$ cat config.mk
export PLATFORM = sky130hd
export DESIGN_NAME = sdram_port_arbiter
export DESIGN_NICKNAME = d
export VERILOG_FILES = /design/src/rtl/sdram_port_arbiter.sv
export SDC_FILE = /design/constraint.sdc
export NUM_CORES = 1
export LEC_CHECK = 0
export BUFFER_PORTS_ARGS = -buffer_cell sky130_fd_sc_hd__buf_2
export CORE_MARGIN = 2
export CORE_UTILIZATION = 30
export DETAILED_ROUTE_END_ITERATION = 6
export RECOVER_POWER = 25
export SYNTH_ARGS = -nofsm -noshare
export SYNTH_HDL_FRONTEND = slang
export SYNTH_SLANG_ARGS = --single-unit
$ cat constraint.sdc
create_clock -name clk -period 1.74 [get_ports clk]
set_input_delay 0.087 -clock clk [delete_from_list [all_inputs] [get_ports clk]]
set_output_delay 0.087 -clock clk [all_outputs]
set_load 0.03 [all_outputs]
$ cat src/rtl/sdram_port_arbiter.sv
// Three-port SDRAM request arbiter. Port 0 (video DMA) has fixed priority.
// Ports 1 (CPU) and 2 (auxiliary) share the remaining slots round-robin.
// A starvation counter forces a port-1/2 grant after STARVE_LIMIT
// consecutive port-0 grants that were made while port 1 or 2 was waiting.
// Each transaction is latched into the ctl_* registers and held until the
// controller acks. The requester is then acked one cycle later.
module sdram_port_arbiter #(
    parameter int ADDR_W       = 24,
    parameter int STARVE_LIMIT = 8
) (
    input  logic              clk,
    input  logic              reset,

    input  logic              req0,
    input  logic              wr0,
    input  logic [ADDR_W-1:0] addr0,
    input  logic [15:0]       wdata0,
    input  logic [1:0]        bsel0,
    output logic              ack0,

    input  logic              req1,
    input  logic              wr1,
    input  logic [ADDR_W-1:0] addr1,
    input  logic [15:0]       wdata1,
    input  logic [1:0]        bsel1,
    output logic              ack1,

    input  logic              req2,
    input  logic              wr2,
    input  logic [ADDR_W-1:0] addr2,
    input  logic [15:0]       wdata2,
    input  logic [1:0]        bsel2,
    output logic              ack2,

    output logic [15:0]       rdata,

    output logic              ctl_req,
    output logic              ctl_wr,
    output logic [ADDR_W-1:0] ctl_addr,
    output logic [15:0]       ctl_wdata,
    output logic [1:0]        ctl_bsel,
    input  logic              ctl_ack,
    input  logic [15:0]       ctl_rdata
);

    typedef enum logic [1:0] {
        IDLE,
        BUSY,
        DONE
    } state_t;

    localparam logic [3:0] LIMIT = 4'(STARVE_LIMIT);

    state_t            state, state_nx;
    logic [1:0]        gnt, gnt_nx;
    logic              rr_ptr, rr_ptr_nx;         // 0: port 1 preferred, 1: port 2 preferred
    logic [3:0]        starve_cnt, starve_cnt_nx;

    logic              ctl_req_nx, ctl_wr_nx;
    logic [ADDR_W-1:0] ctl_addr_nx;
    logic [15:0]       ctl_wdata_nx;
    logic [1:0]        ctl_bsel_nx;
    logic              ack0_nx, ack1_nx, ack2_nx;
    logic [15:0]       rdata_nx;

    logic              others_req;
    logic              pick2;
    logic              take0;

    // Winner selection from the sampled request lines
    always_comb begin
        others_req = req1 | req2;
        if (req1 && req2) begin
            pick2 = rr_ptr;
        end else begin
            pick2 = req2;
        end
        take0 = req0 && !(others_req && (starve_cnt == LIMIT));
    end

    // Next-state and next-register-value logic
    always_comb begin
        state_nx      = state;
        gnt_nx        = gnt;
        rr_ptr_nx     = rr_ptr;
        starve_cnt_nx = starve_cnt;
        ctl_req_nx    = ctl_req;
        ctl_wr_nx     = ctl_wr;
        ctl_addr_nx   = ctl_addr;
        ctl_wdata_nx  = ctl_wdata;
        ctl_bsel_nx   = ctl_bsel;
        ack0_nx       = 1'b0;
        ack1_nx       = 1'b0;
        ack2_nx       = 1'b0;
        rdata_nx      = rdata;

        case (state)
            IDLE: begin
                if (req0 || req1 || req2) begin
                    state_nx   = BUSY;
                    ctl_req_nx = 1'b1;
                    if (take0) begin
                        gnt_nx       = 2'd0;
                        ctl_wr_nx    = wr0;
                        ctl_addr_nx  = addr0;
                        ctl_wdata_nx = wdata0;
                        ctl_bsel_nx  = bsel0;
                        if (!others_req) begin
                            starve_cnt_nx = '0;
                        end else if (starve_cnt != LIMIT) begin
                            starve_cnt_nx = starve_cnt + 4'd1;
                        end
                    end else if (pick2) begin
                        gnt_nx        = 2'd2;
                        ctl_wr_nx     = wr2;
                        ctl_addr_nx   = addr2;
                        ctl_wdata_nx  = wdata2;
                        ctl_bsel_nx   = bsel2;
                        rr_ptr_nx     = 1'b0;
                        starve_cnt_nx = '0;
                    end else begin
                        gnt_nx        = 2'd1;
                        ctl_wr_nx     = wr1;
                        ctl_addr_nx   = addr1;
                        ctl_wdata_nx  = wdata1;
                        ctl_bsel_nx   = bsel1;
                        rr_ptr_nx     = 1'b1;
                        starve_cnt_nx = '0;
                    end
                end
            end
            BUSY: begin
                if (ctl_ack) begin
                    state_nx   = DONE;
                    ctl_req_nx = 1'b0;
                    rdata_nx   = ctl_rdata;
                    ack0_nx    = (gnt == 2'd0);
                    ack1_nx    = (gnt == 2'd1);
                    ack2_nx    = (gnt == 2'd2);
                end
            end
            DONE: begin
                state_nx = IDLE;
            end
            default: begin
                state_nx = IDLE;
            end
        endcase
    end

    // State and output registers with synchronous reset
    always_ff @(posedge clk) begin
        if (reset) begin
            state      <= IDLE;
            gnt        <= '0;
            rr_ptr     <= 1'b0;
            starve_cnt <= '0;
            ctl_req    <= 1'b0;
            ctl_wr     <= 1'b0;
            ctl_addr   <= '0;
            ctl_wdata  <= '0;
            ctl_bsel   <= '0;
            ack0       <= 1'b0;
            ack1       <= 1'b0;
            ack2       <= 1'b0;
            rdata      <= '0;
        end else begin
            state      <= state_nx;
            gnt        <= gnt_nx;
            rr_ptr     <= rr_ptr_nx;
            starve_cnt <= starve_cnt_nx;
            ctl_req    <= ctl_req_nx;
            ctl_wr     <= ctl_wr_nx;
            ctl_addr   <= ctl_addr_nx;
            ctl_wdata  <= ctl_wdata_nx;
            ctl_bsel   <= ctl_bsel_nx;
            ack0       <= ack0_nx;
            ack1       <= ack1_nx;
            ack2       <= ack2_nx;
            rdata      <= rdata_nx;
        end
    end

endmodule

==> flow_summary.toml <==
[run_status]
status = "complete, no violations"

[routing]
num_vias = 3988
drt-initial-drc-count = 174
wl_per_cell_um = 14.91
drt-met1-wl_um = 4946
dr_wl_met2_um = 5861
top_layer_used = "met4"
vias_per_cell = 5.010
ant_nets = 0
wl_um = 11870
drc_errors = 0
first_pass_iters = 4
wl_met3_um = 862

[setup_path]
rr_endpoint = "starve_cnt[2]"
arrival_ns = 1.95
r2r_setup_slack_ns = 0.07
timing.rr.start = "starve_cnt[1]"
critPathKind = "flop to flop"
critical_path.startpoint_type = "flop"
cp.required_ns = 2.01
worstSetupEndpointType = "flop"
r2r_cells = 6
crit_fanout = 4

[timing]
slew_headroom = 0.6378
setup_viol = 0
rsz0062_at_grt = "no"
finalClockSkew_ns = 0.008195
finalCritPeriodShare = 0.9619
drv_slew = 0
setup_tns_ns = 0
worst_slew_pin_slew_ns = 0.5433
fin_crit_ns = 1.674
hold_violations = 0
fmax_mhz = 597.5

[place]
gp_congestion = 0.7745
postPlaceCellArea_sq_um = 4863
io_buffers = 213
dp_cells = 764
place.detailed.hpwl_um = 8610

[synth]
syn-num-nets = 581
netlist_area_sq_um = 3616
yosysWarnings = 0
synth_cells = 428
ys_seq_elements = 72
synth_cell_types = 37
synth-seq-area-share = 0.3986
syn_area_per_cell_sq_um = 8.449

[cts]
cts_root_buf = "clkbuf_16"
h-tree-depth = 3
worst_skew_pair.late_latency_ns = 0.34
cts_sinks = 72
clock_path_buffers = 2
cts_tree = "done"
clk_pin_slew_ns = 0.06
cts_buffers = 9

[power]
power_mw = 4.965
p_sw_frac = 0.3106
pwr-share-comb = 0.249
p_leak_nw = 2.383
peakVddDrop_mv = 0.5506
p_per_area_nw_per_um2 = 938.5
p_sw_mw = 1.542
p_int_mw = 3.423
seqPwrFrac = 0.379
power.share.clock = 0.372

[min_path]
min_to = "ctl_bsel[1]"
min_path_type = "primary input to flop"
hold_depth = 3
worst_hold_startpoint = "bsel0[1]"

[die]
initial_core_util = 0.3036
rows = 40
dieWidth_um = 113.8
ios = 214
core_area_sq_um = 11910
die_h_um = 113.8
dieArea_sq_um = 12950

[job]
cap_violations = 0

[finish]
finalInstanceArea_sq_um = 5290
nNetsFinal = 796
area_growth_syn_to_layout_pct = 46.30
final_cells = 796
layout_commonest_cell = "buf_2"
final_cell_mix = "buf_2, dfxtp_1, nor2_1, nand3b_1, and3_1"
drive_above_1_share = 0.3719

[global_route]
grt_pass1_vias = 3907
grt_pass1_wl_um = 18450
antenna_found_initial = 1
grt_start_max_net_pins = 53
track_usage = 0.1823
gr-total-overflow = 0
how the worst max path moves through the flow:
stage	from	endpoint	slack, ns	cells after the start
final	starve_cnt[1]	starve_cnt[2]	0.07	6
after global routing	starve_cnt[0]	starve_cnt[3]	0.01	6
after CTS	starve_cnt[1]	starve_cnt[2]	0.02	6
after detailed placement	starve_cnt[1]	starve_cnt[2]	0.004	6
after global placement	starve_cnt[1]	starve_cnt[2]	0.1	6
after floorplan	starve_cnt[0]	starve_cnt[2]	0.11	6
cell usage after synthesis, drive strengths merged:
master	count	area share
or2	2	0.0035
and3	38	0.066
ha	2	0.0069
nand3	7	0.0097
buf	20	0.037
nand2b	4	0.0069
nor2	47	0.051
o22ai	2	0.0035
nand3b	38	0.079
nor4b	2	0.0048
nor4	1	0.0017
o2bb2ai	2	0.0048
o31ai	37	0.080
or3b	1	0.0024
o2111a	1	0.0031
and3b	2	0.0048
nor3	1	0.0014
a21oi	30	0.045
or4	1	0.0021
a211oi	37	0.077
dfxtp	72	0.40
inv	3	0.0031
o21ai	1	0.0024
clkbuf	24	0.025
a21o	1	0.0021
nand4	2	0.0035
nand2	43	0.049
a21boi	1	0.0021
a311oi	6	0.025
cell families (layout without fill, tap and decap cells):
group | Yosys count | count (layout) | synth area share
DFF | 72 | 72 | 0.3986
and+or+nand+nor | 189 | 189 | 0.2851
AOI/OAI and AO/OA | 118 | 118 | 0.2439
other | 0 | 1 | 0
buffers and inverters | 47 | 267 | 0.06540
adders and majority gates | 2 | 2 | 0.006919
metrics by stage:
stage	hold slack, ns	utilization	setup WS (ns)
floorplan	0.2230	-	0.1085
global placement	0.3295	0.4083	0.09661
detailed placement	0.3330	0.4083	0.004319
CTS	0.005854	0.4463	0.02076
global route	0.008385	0.4441	0.01105
finish	0.02414	0.4441	0.06636
cell type report:
type	instances	area, sq um
Inverter	3	11.26
Timing Repair Buffer	248	1388
Multi-Input combinational cell	309	1962
Fill cell	1203	6621
Clock inverter	5	56.30
Antenna cell	1	2.502
Clock buffer	11	242.7
Tap cell	147	183.9
Sequential cell	72	1444
power groups by stage:
| stage | clock (mW) | sequential, mW | combinational [mW] |
|---|---|---|---|
| finish | 1.85 | 1.88 | 1.24 |
| global route | 1.98 | 1.90 | 1.34 |
| CTS | 1.91 | 1.88 | 1.26 |
| detailed placement | 0 | 1.91 | 1.23 |
| global placement | 0 | 1.91 | 1.22 |
| floorplan | 0 | 2.18 | 0.487 |
per-layer routing:
| metal | vias to the layer above | GRT usage |
|---|---|---|
| met5 | - | 0 |
| met4 | 0 | 0.05610 |
| met3 | 12 | 0.06482 |
| met2 | 167 | 0.3261 |
| met1 | 1812 | 0.2029 |
| li1 | 1997 | - |
flip-flops by register name (all words and copies together), names as in the netlist:
signal	flops
ctl_addr	24
ctl_req	1
ctl_wdata	16
starve_cnt	4
state	2
rdata	16
gnt	2
ack0	1
ctl_bsel	2
ack1	1
ack2	1
ctl_wr	1
rr_ptr	1
critical path, cell delays in order (launching register included):
cell       delay, ns
dfxtp_2         0.34
inv_1           0.05
ha_1            0.16
and3b_2         0.23
or4_4           0.45
or2_4           0.26
o2bb2ai_2       0.14
timing repair:
action / in CTS / in global routing
gates resized for setup: 1 / 5
endpoints found under the setup margin: 1 / 7
hold buffers: 15 / 0
endpoints found under the hold margin: 15 / 0
setup buffers: 0 / 0
Power figures use the tool's default switching activity.
